--- src/rtl/dcache_mem_bridge_pkg.sv ---
// Shared CPU/cache geometry and the bridge state encoding used by dcache_mem_bridge.
package dcache_mem_bridge_pkg;

  localparam int CPU_WORD            = 32;
  localparam int CACHE_LINE_WIDTH    = 128;
  localparam int CACHE_LINE_BYTE_LOG = $clog2(CACHE_LINE_WIDTH / 8);

  typedef enum logic [2:0] {
    ST_IDLE    = 3'd0,
    ST_RD_REQ  = 3'd1,
    ST_RD_WAIT = 3'd2,
    ST_WR_REQ  = 3'd3,
    ST_DONE    = 3'd4
  } bridge_state_e;

  // A one-word line still needs a 1-bit counter to keep vector widths legal.
  function automatic int beat_width(input int line_words);
    return (line_words > 1) ? $clog2(line_words) : 1;
  endfunction

endpackage

--- src/rtl/dcache_mem_bridge.sv ---
// Bridges data-cache line refills and write-through stores onto a single-word
// request/grant memory port with in-order read data; one transaction at a time.
module dcache_mem_bridge
  import dcache_mem_bridge_pkg::*;
#(
  parameter int WORD       = CPU_WORD,
  parameter int LINE_WORDS = CACHE_LINE_WIDTH / CPU_WORD
) (
  input  logic                       clk,
  input  logic                       rst,
  input  logic                       req_valid,
  input  logic                       req_store,
  input  logic [WORD-1:0]            req_addr,
  input  logic [WORD-1:0]            req_wdata,
  output logic                       resp_ready,
  output logic [WORD*LINE_WORDS-1:0] resp_line,
  output logic                       mem_req,
  output logic                       mem_we,
  output logic [WORD-1:0]            mem_addr,
  output logic [WORD-1:0]            mem_wdata,
  input  logic                       mem_gnt,
  input  logic                       mem_rvalid,
  input  logic [WORD-1:0]            mem_rdata
);

  localparam int BEAT_W        = beat_width(LINE_WORDS);
  localparam int LINE_BYTE_LOG = $clog2(LINE_WORDS * 4);

  bridge_state_e     state_q, state_d;
  logic [BEAT_W-1:0] beat_q, beat_d;
  logic [WORD-1:0]   addr_q, addr_d;
  logic [WORD-1:0]   wdata_q, wdata_d;
  logic [WORD-1:0]   line_q [LINE_WORDS];
  logic [WORD-1:0]   line_base;
  logic              last_beat;
  logic              rd_accept;

  assign line_base = {addr_q[WORD-1:LINE_BYTE_LOG], {LINE_BYTE_LOG{1'b0}}};
  assign last_beat = (beat_q == BEAT_W'(LINE_WORDS - 1));
  // Read data only counts while a read beat is actually outstanding.
  assign rd_accept = (state_q == ST_RD_WAIT) && mem_rvalid;

  always_ff @(posedge clk) begin
    if (rst) begin
      state_q <= ST_IDLE;
      beat_q  <= '0;
      addr_q  <= '0;
      wdata_q <= '0;
    end else begin
      state_q <= state_d;
      beat_q  <= beat_d;
      addr_q  <= addr_d;
      wdata_q <= wdata_d;
    end
  end

  always_comb begin
    state_d    = state_q;
    beat_d     = beat_q;
    addr_d     = addr_q;
    wdata_d    = wdata_q;
    resp_ready = 1'b0;
    mem_req    = 1'b0;
    mem_we     = 1'b0;
    mem_addr   = '0;
    mem_wdata  = '0;
    case (state_q)
      ST_IDLE: begin
        if (req_valid) begin
          addr_d  = req_addr;
          wdata_d = req_wdata;
          beat_d  = '0;
          state_d = req_store ? ST_WR_REQ : ST_RD_REQ;
        end
      end
      ST_RD_REQ: begin
        mem_req  = 1'b1;
        mem_addr = line_base + WORD'({beat_q, 2'b00});
        if (mem_gnt) state_d = ST_RD_WAIT;
      end
      ST_RD_WAIT: begin
        if (mem_rvalid) begin
          if (last_beat) begin
            state_d = ST_DONE;
          end else begin
            beat_d  = beat_q + BEAT_W'(1);
            state_d = ST_RD_REQ;
          end
        end
      end
      ST_WR_REQ: begin
        mem_req   = 1'b1;
        mem_we    = 1'b1;
        mem_addr  = {addr_q[WORD-1:2], 2'b00};
        mem_wdata = wdata_q;
        if (mem_gnt) state_d = ST_DONE;
      end
      ST_DONE: begin
        resp_ready = 1'b1;
        state_d    = ST_IDLE;
      end
      default: state_d = ST_IDLE;
    endcase
  end

  // Each line word is written only by its own beat, so the line holds between refills.
  for (genvar gi = 0; gi < LINE_WORDS; gi++) begin : g_line
    logic word_we;
    assign word_we = rd_accept && (beat_q == BEAT_W'(gi));

    always_ff @(posedge clk) begin
      if (rst) begin
        line_q[gi] <= '0;
      end else if (word_we) begin
        line_q[gi] <= mem_rdata;
      end
    end

    assign resp_line[gi*WORD +: WORD] = line_q[gi];
  end

endmodule

--- config.mk ---
export PLATFORM = sky130hd
export DESIGN_NAME = dcache_mem_bridge
export DESIGN_NICKNAME = d
export VERILOG_FILES = /design/src/rtl/dcache_mem_bridge_pkg.sv /design/src/rtl/dcache_mem_bridge.sv
export SDC_FILE = /design/constraint.sdc
export NUM_CORES = 1
export LEC_CHECK = 0
export CAP_MARGIN = 10
export CELL_PAD_IN_SITES_DETAIL_PLACEMENT = 0
export CELL_PAD_IN_SITES_GLOBAL_PLACEMENT = 1
export CORE_UTILIZATION = 34
export DETAILED_ROUTE_END_ITERATION = 7
export PLACE_DENSITY_LB_ADDON = 0.1
export SYNTH_ARGS = -nofsm -noshare
export SYNTH_HDL_FRONTEND = slang
export SYNTH_SLANG_ARGS = --single-unit
--- constraint.sdc ---
create_clock -name clk -period 2.8 [get_ports clk]
set_input_delay 0.7 -clock clk [delete_from_list [all_inputs] [get_ports clk]]
set_output_delay 0.7 -clock clk [all_outputs]
set_load 0.05 [all_outputs]
==> flow_summary.yaml <==
outcome:
  outcome: "complete, no violations"
global_routing:
  grt_pass1_vias: 6033
  grt_pass1_wl_um: 33500
  grt_max_degree: 67
  globalRouteOverflowTotal: 0
  global_router_s_overall_resource_usage: 0.184
  initial_antenna_violation_count: 1
clocking:
  tritoncts_num_sinks: 195
  worst_skew_late_latency_ns: 0.42
  clk_transition_reported_paths_ns: 0.07
  cts_max_level: 4
  numCtsBuffers: 17
  cts_tree: "yes"
  clock_tree.buffer_depth: 2
  cts_hold_buf: 0
  cts-root-buf: "sky130_fd_sc_hd__clkbuf_16"
critical_path:
  critPathRequiredTime_ns: 2.10
  cp.arrival_ns: 1.89
  worstSetupEndpointType: "output port"
  startpoint_type: "register"
  worstPathMaxFanout: 46
  worst-setup-path-type: "reg2out"
timing:
  setup-tns-final_ns: 0
  clock.fmax_mhz: 386
  final-setup-viol-count: 0
  worst_slew_margin_rel: 0.609
  min_period_over_period: 0.926
  worst_clock_skew_ns: 0.0102
  hold_viol: 0
  worstMarginPinSlew_ns: 0.585
  finalCriticalPeriod_ns: 2.59
  finalHoldWorstSlack_ns: 0.452
  worst_slack_ns: 0.208
  rsz0062_at_grt: "no"
  final_count_of_pins_violating_max_slew: 0
die:
  io-pin-count: 297
  start_util: 0.347
  die-width_um: 154
  design.core.area_mm2: 0.0227
  die-height_um: 154
  die_area_mm2: 0.0238
  row_count: 55
final_layout:
  area.growth.synth_to_final_pct: 57.1
  final_layout_size_suffix_gt1_frac: 0.135
  commonest_non_fill_non_tap_cell_in_the_layout: "sky130_fd_sc_hd__clkdlybuf4s50_1"
  insertedDiodeCount: 0
  finish.net_count: 1064
  layout.cells.non_filler: 1256
  layout.cells.most_common_list: "sky130_fd_sc_hd__clkdlybuf4s50_1, sky130_fd_sc_hd__and2_1, sky130_fd_sc_hd__nand2_1, sky130_fd_sc_hd__edfxtp_1, sky130_fd_sc_hd__buf_12"
  final.fill_count: 1911
drt:
  starting_drc_count_in_detailed_routing: 220
  drcViolationCount: 0
  post_drt_via_cell_ratio: 4.66
  finalWirelength_um: 21500
  route.antenna.remaining_nets: 0
  wl_per_cell_um: 17.1
  routed-via-count: 5850
  drt_pass_1_iters: 6
pwr:
  internal-power_w: 0.00497
  power-per-cell-area_mw_per_mm2: 562
  ir_worst_vdd_mv: 0.388
  seq_power_share: 0.472
  clkPwrFrac: 0.352
  power.total_w: 0.00695
  p_leak_nw: 4.80
  p_comb_frac: 0.176
  power.net_switching_w: 0.00198
  power.switching_fraction: 0.285
yosys:
  synth_cell_type_count: 34
  yosys_warnings: 0
  synth.ff_latch_count: 195
  synthesis.instances: 669
  synth-edff-count: 128
  synth-seq-area-share: 0.658
  syn_area_per_cell_um2: 11.8
  synth_top_area_cell: "sky130_fd_sc_hd__edfxtp_1"
  postSynth.topFlopCell: "sky130_fd_sc_hd__edfxtp_1"
  async_reset_ff_frac: 0
  synth_area_mm2: 0.00788
  synth.top_cell.area_share: 0.488
  synth.area.top_cells: "sky130_fd_sc_hd__edfxtp_1, sky130_fd_sc_hd__dfxtp_1, sky130_fd_sc_hd__and2_1, sky130_fd_sc_hd__nand2_1, sky130_fd_sc_hd__a21oi_1"
place:
  dp.final_hpwl_um: 14600
  place_inst: 1222
  buffer_ports.inserted: 292
  globalplace.congestion: 0.761
  dp_slack_ns: 0.252
job:
  max-cap-violations: 0
worst_hold_path:
  hp-class: "reg2reg"
flip-flops by register name, indices dropped and copies added (netlist names):
signal   count
line_q     128
state_q      3
addr_q      30
beat_q       2
wdata_q     32
synthesized netlist by cell type, types with 2 or more instances:
cell	count
sky130_fd_sc_hd__a21o_1	5
sky130_fd_sc_hd__a21oi_1	63
sky130_fd_sc_hd__a31oi_1	2
sky130_fd_sc_hd__and2_1	157
sky130_fd_sc_hd__and3_1	33
sky130_fd_sc_hd__buf_4	2
sky130_fd_sc_hd__buf_6	9
sky130_fd_sc_hd__buf_8	6
sky130_fd_sc_hd__clkbuf_1	30
sky130_fd_sc_hd__dfxtp_1	67
sky130_fd_sc_hd__edfxtp_1	128
sky130_fd_sc_hd__ha_1	4
sky130_fd_sc_hd__inv_1	3
sky130_fd_sc_hd__mux2i_1	2
sky130_fd_sc_hd__nand2_1	128
sky130_fd_sc_hd__nand3b_1	2
sky130_fd_sc_hd__nor2_1	2
sky130_fd_sc_hd__nor2b_1	3
sky130_fd_sc_hd__nor3_1	2
sky130_fd_sc_hd__nor3b_2	4
sky130_fd_sc_hd__o21ai_0	3
sky130_fd_sc_hd__or4_1	2
kinds of logic after synthesis:
group	Yosys count	synth area share
other	1	0.000476
AO/OA/AOI/OAI	76	0.0515
AND/OR/NAND/NOR	338	0.237
buffers and inverters	52	0.0431
XOR/XNOR	1	0.00111
flip-flops	195	0.658
multiplexers	2	0.00254
adder cells (fa/ha/maj)	4	0.00636
cell type report:
type	instances	area (um2)	share of cell area
Sequential cell	195	5180	0.419
Timing Repair Buffer	318	3850	0.311
Multi-Input combinational cell	423	2380	0.192
Clock buffer	17	425	0.0344
Tap cell	285	357	0.0288
Clock inverter	15	164	0.0132
Inverter	3	11.3	0.000910
power by group through the flow:
stage          Sequential [W]  Clock [W]  Combinational [W]
3_5_place_dp          0.00335          0            0.00123
3_3_place_gp          0.00334          0            0.00121
6_report              0.00328    0.00245            0.00123
2_1_floorplan         0.00363          0           0.000433
5_1_grt               0.00330    0.00263            0.00130
4_1_cts               0.00328    0.00251            0.00123
metrics by stage:
step                      area, um2  utilization
final                         12400        0.545
after detailed placement      11800        0.518
after floorplan                7880            -
after CTS                     12400        0.544
after global routing          12400        0.545
after global placement        11800        0.518
final timing paths:
kind | from | endpoint | slack [ns] | cells after the start
hold / removal | wdata_q[15] | wdata_q[15] | 0.45 | 2
setup / recovery | state_q[2] | mem_addr[2] | 0.21 | 4
hold reg to reg | wdata_q[15] | wdata_q[15] | 0.45 | 2
setup reg to reg | state_q[1] | line_q[2][30] | 0.73 | 4
per-layer routing:
layer  wire length [um]  GRT usage
met3               1760     0.0628
met1               8700      0.213
met4                605     0.0752
met2              10400      0.311
met5                  0          0
repair_timing:
item	4_1_cts	5_1_grt
setup buffers	0	2
setup endpoints to repair	1	2
gates resized for setup	1	0
critical path: stages (launching register included):
cell	delay [ns]
sky130_fd_sc_hd__dfxtp_1	0.44
sky130_fd_sc_hd__and2b_4	0.38
sky130_fd_sc_hd__buf_12	0.21
sky130_fd_sc_hd__nor2b_1	0.26
sky130_fd_sc_hd__buf_12	0.18
Note: power is estimated with default switching activity, not from simulation.
==> edit 1: new RTL, config.mk and constraints unchanged <==
Take the reset off `addr_q` and `wdata_q` and load them in a clocked block of their own.
--- a/src/rtl/dcache_mem_bridge.sv
+++ b/src/rtl/dcache_mem_bridge.sv
@@ -46,4 +46,2 @@
       beat_q  <= '0;
-      addr_q  <= '0;
-      wdata_q <= '0;
     end else begin
@@ -51,5 +49,8 @@
       beat_q  <= beat_d;
-      addr_q  <= addr_d;
-      wdata_q <= wdata_d;
     end
+  end
+
+  always_ff @(posedge clk) begin
+    addr_q  <= addr_d;
+    wdata_q <= wdata_d;
   end
Behaviour: same outputs for any inputs over 4 cycles, from zero or initial values and one cycle with rst high; that may be too few to reach the edited logic, so the function may still have changed.
==> edit 1 against the original RTL <==
  * Final area fell by 1.4%
  * Cell count fell by 15%
  * Clock skew rose by 0.0014 ns
  * Global-route usage fell by 1.4 points
  * Clock power fell by 4%
  * Synthesized cell count fell by 31%
  * Total power rose by 2.6%
  * Non-clock buffer count fell by 3
  * Wire length fell by 11%
  * Setup slack got worse by 0.058 ns
  * Sequential cell count did not move
  * Sequential share of layout area rose by 5.7 points
  * Die area fell by 3.4%
  * Synthesized area fell by 3.4%
==> edit 1: results (changes against the original RTL) <==
- Status: finished clean
- Vias per cell: 4.454 (-4.4%)
- Area delta synth->final: 60.51%
- R2R Path End: line_q[1][20]$_SDFFCE_PN0P_
- CTS resizes: 0 (-1)
- DR iter-0 viols: 141 (-36%)
- Clock Skew: 0.01162 ns (+0.001416 ns)
- Largest net degree at the start of global routing: 60 (-10%)
- Area after DPL: 11630 um^2 (-1.1%)
- Gp weighted congestion: 0.7364 (-3.2%)
- Initial antenna violation count: 0 (-1)
- Synth Area per Inst: 16.42 um^2 (+40%)
- Post-place setup slack: 0.2792 ns (+0.02763 ns)
- Min-Delay Path Depth: 1 (-1)
- CP peak stage delay: 0.47 ns (+0.03 ns)
- CP Capture Point: mem_wdata[22]
- Most common library cells after synthesis: edfxtp_1 (190), and2_1 (155), and3_1 (33)
- Drt pass-1 iters: 4 (-2)
- GRT Total Usage: 16.99% (-1.4 points)
- Global-route wire length before repair: 27990 um (-16%)
- Synth unique cells: 31 (-8.8%)
- LEAKAGE: 0.004641 uW (-3.3%)
- Post-synthesis sequential area ratio: 76.35% (+11 points)
- Vias in the first global route: 4830 (-20%)
- Reg2reg setup slack: 0.62 ns (-0.11 ns)
- Final Cycle Share: 94.67% (+2.1 points)
- Nets@finish: 876 (-18%)
- Fraction of layout cells with a size suffix above 1: 16.99% (+3.5 points)
- Peak supply drop: 0.3860 mV (-0.53%)
- Synth top area cells: edfxtp_1 (75%), and2_1 (13%), and3_1 (2.7%)
- Routed Wire Length: 19070 um (-11%)
- Hold endpoint: state_q[1]$_SDFFE_PP0P_
- Arrival @ worst endpoint: 1.95 ns (+0.06 ns)
- Total CTS buffers: 17 (unchanged)
- Crit path from: state_q[0]$_SDFFE_PP0P_
- Crit Path Max Fanout: 59 (+28%)
- Post-DP HPWL: 13280 um (-9.2%)
- Number of cells on the worst reg-to-reg path: 5 (+1)
- Number of synthesized flops with an enable pin: 190 (+48%)
-- edit 1: cell types whose count changed in the layout (fill, tap and decap cells not counted), sizes merged, moves of 2 or more --
cell	unedited run	this run
edfxtp	128	190
or4	2	0
a21oi	63	4
o21ai	3	1
buf	92	88
or3	0	2
dfxtp	67	5
nand2	128	6
-- edit 1: cell families (layout without fill, tap and decap cells) --
| kind of cell | count (synthesis) | count (layout) | synth area share (%) |
|---|---|---|---|
| other | 1 | 2 | 0.04932 |
| AO/OA/AOI/OAI | 14 | 14 | 1.201 |
| adder cells (fa/ha/maj) | 4 | 4 | 0.6582 |
| AND/OR/NAND/NOR | 213 | 213 | 18.30 |
| buffers and inverters | 33 | 352 | 3.061 |
| flip-flops | 195 | 195 | 76.35 |
| multiplexers | 2 | 2 | 0.2633 |
| XOR/XNOR | 1 | 1 | 0.1152 |
-- edit 1: routing by layer --
| layer | GRT usage [%] | wire, um | up-vias |
|---|---|---|---|
| met5 | 0 | 0 | - |
| li1 | - | - | 2251 |
| met3 | 8.114 | 2186 | 16 |
| met4 | 5.347 | 223 | 0 |
| met1 | 19.01 | 7359 | 2259 |
| met2 | 28.47 | 9296 | 209 |
-- edit 1: where the power goes --
group	leakage, uW	internal (uW)	total, uW	switching (uW)
registers	0.00195	3380	3440	54.2
clock network	0.000283	1190	2350	1160
logic	0.00241	550	1350	798
-- edit 1: area by class of cell --
| class | instances | area share, % |
|---|---|---|
| clock buffers | 18 | 3.517 |
| flip-flops and latches | 195 | 47.57 |
| inverters | 5 | 0.1538 |
| well taps | 280 | 2.871 |
| multi-input cells | 236 | 12.92 |
| repair buffers | 315 | 31.82 |
| clock inverters | 14 | 1.148 |
==> edit 2: new RTL, same settings <==
Made on the original files. Set the package constant `CPU_WORD` to 64 (it was 32).
--- a/src/rtl/dcache_mem_bridge_pkg.sv
+++ b/src/rtl/dcache_mem_bridge_pkg.sv
@@ -3,3 +3,3 @@
 
-  localparam int CPU_WORD            = 32;
+  localparam int CPU_WORD            = 64;
   localparam int CACHE_LINE_WIDTH    = 128;
Interface: changed (5 resized); port bits go from 297 to 457. No check against the original RTL was run, so the function may have changed too.
==> edit 2 against the original RTL <==
  * Sequential cell count up 63
  * Synthesized area up 29%
  * Total power up 38%
  * Clock skew up 0.012 ns
  * Setup slack worse by 0.035 ns
  * Cell count up 45%
  * Synthesized cell count up 48%
  * Wire length up 46%
  * Hold slack worse by 0.0051 ns
  * Global-route usage up 1.6 points
  * Critical endpoint is now mem_wdata[1]
  * Final area up 40%
==> edit 2: results (changes against the original RTL) <==
- Post-synthesis sequential area ratio: 63.41% (-2.4 points)
- Largest net degree at the start of global routing: 102 (+52%)
- Crit path from: state_q[1]$_SDFFE_PP0P_
- GRT Total Usage: 20.03% (+1.6 points)
- Initial antenna violation count: 3 (+2)
- LEAKAGE: 0.006536 uW (+36%)
- DR iter-0 viols: 351 (+60%)
- Most common library cells after synthesis: nand2_1 (254), and2_1 (253), dfxtp_1 (130)
- FF-to-FF Start: state_q[2]$_SDFFE_PP0P_
- Max layer used: met5
- Ys async rst share: 0% (unchanged)
- Worst hold path type: register to register
- Measured slew at the worst slew-check pin: 0.7145 ns (+0.1299 ns)
- Post-DP HPWL: 21640 um (+48%)
- Post-Route M1 WL: 11460 um (+32%)
- Synth unique cells: 27 (-21%)
- Total grt overflow: 0 (unchanged)
- Crit Path Max Fanout: 27 (-41%)
- Crit-path slowest cell: dfxtp_2
- H-tree depth: 1 (-3)
- # hold bufs at CTS: 0 (unchanged)
- CTS clk-pin slew, worst paths: 0.06 ns
- Peak supply drop: 0.4380 mV (+13%)
- Total CTS buffers: 28 (+11)
- Vias per cell: 4.465 (-4.1%)
- Routed length on met3: 3168 um (+80%)
- R2R Path End: wdata_q[10]$_SDFFE_PP0P_
- Global-route wire length before repair: 47230 um (+41%)
- Area after DPL: 16420 um^2 (+40%)
- Final core utilization: 59.50% (+5.0 points)
- Drt pass-1 iters: 4 (-2)
- Met2 WL: 15840 um (+52%)
- Clk buf depth: 3 (+1)
- Status: finished clean
- Arrival @ worst endpoint: 1.93 ns (+0.04 ns)
- Fraction of layout cells with a size suffix above 1: 13.61% (+0.12 points)
- Fill cell count: 2491 (+30%)
- Latest clock arrival within the worst-skew pair: 0.56 ns (+0.14 ns)
- Largest regs: line_q (128), wdata_q (64), addr_q (62)
- Ys flop type: dfxtp_1
- Number of cells on the worst reg-to-reg path: 4 (unchanged)
- Gp weighted congestion: 0.7806 (+2.6%)
- CP peak stage delay: 0.45 ns
- Reg2reg setup slack: 1.14 ns (+0.41 ns)
- Nets@finish: 1617 (+52%)
- CP Capture Point: mem_wdata[1]
- Clock Skew: 0.02184 ns (+0.01163 ns)
- Synth top area cells: edfxtp_1 (38%), dfxtp_1 (26%), and2_1 (16%)
- Synthesized instance count: 991 (+48%)
- Post-CTS setup buffers: 0 (unchanged)
- Vias in the first global route: 7886 (+31%)
- Number of synthesized flops with an enable pin: 128 (unchanged)
- Synth warnings: 0 (unchanged)
- Buffers on Ports: 452 (+55%)
- WL/cell: 17.20 um (+0.63%)
- Finished Layout Cells: 1825 (+45%)
[edit 2: worst min-delay path by stage]
| stage | slack [ns] | depth (start not counted) | startpoint | end |
|---|---|---|---|---|
| 3_5_place_dp | 0.44 | 2 | wdata_q[48]$_SDFFE_PP0P_ | wdata_q[48]$_SDFFE_PP0P_ |
| 3_3_place_gp | 0.44 | 2 | wdata_q[48]$_SDFFE_PP0P_ | wdata_q[48]$_SDFFE_PP0P_ |
| 4_1_cts | 0.45 | 2 | wdata_q[26]$_SDFFE_PP0P_ | wdata_q[26]$_SDFFE_PP0P_ |
| 5_1_grt | 0.46 | 2 | wdata_q[28]$_SDFFE_PP0P_ | wdata_q[28]$_SDFFE_PP0P_ |
| 2_1_floorplan | 0.43 | 2 | addr_q[10]$_SDFFE_PP0P_ | addr_q[10]$_SDFFE_PP0P_ |
| 6_report | 0.45 | 2 | wdata_q[48]$_SDFFE_PP0P_ | wdata_q[48]$_SDFFE_PP0P_ |
[edit 2: area by class of cell]
type / instances / area share [%]
Antenna cell: 1 / 0.01446
Clock buffer: 38 / 4.439
Clock inverter: 13 / 0.6434
Inverter: 1 / 0.02169
Multi-Input combinational cell: 660 / 19.81
Sequential cell: 258 / 37.26
Tap cell: 384 / 2.776
Timing Repair Buffer: 470 / 35.04
[edit 2: where the power goes]
| part | switching [uW] | internal, uW | total (uW) |
|---|---|---|---|
| combinational | 1040 | 744 | 1780 |
| sequential | 93.6 | 4210 | 4300 |
| clock | 1500 | 2010 | 3510 |
| total | 2630 | 6960 | 9600 |
[edit 2: what timing repair did]
item	in CTS	in global routing
gates resized for setup	2	1
endpoints found under the setup margin	56	12
hold endpoints to repair	0	0
gates cloned	0	0
[edit 2: critical path, delay by kind of cell (launching register included)]
| kind | cells | cell delay (ns) |
|---|---|---|
| buffers and inverters | 2 | 0.44 |
| and+or+nand+nor | 2 | 0.48 |
| DFF | 1 | 0.45 |
[edit 2: cell families after synthesis]
logic type             Yosys count  share of synthesized area (%)
AO/OA/AOI/OAI                  132                          6.671
multiplexers                     5                         0.5046
flip-flops                     258                          63.41
other                            1                        0.03689
AND/OR/NAND/NOR                521                          26.01
buffers and inverters           74                          3.372
[edit 2: metal layers]
metal | global-route usage (%) | up-vias
met5 | 0 | -
met3 | 7.746 | 50
met1 | 22.10 | 3714
met2 | 35.42 | 301
met4 | 5.906 | 4
li1 | - | 4079
[edit 2: stage by stage]
stage	setup TNS, ns	worst slack, ns
after floorplan	-41.55	-0.3246
after global placement	0	0.3558
after detailed placement	0	0.3598
after CTS	0	0.07448
after global routing	0	0.03695
final	0	0.1724
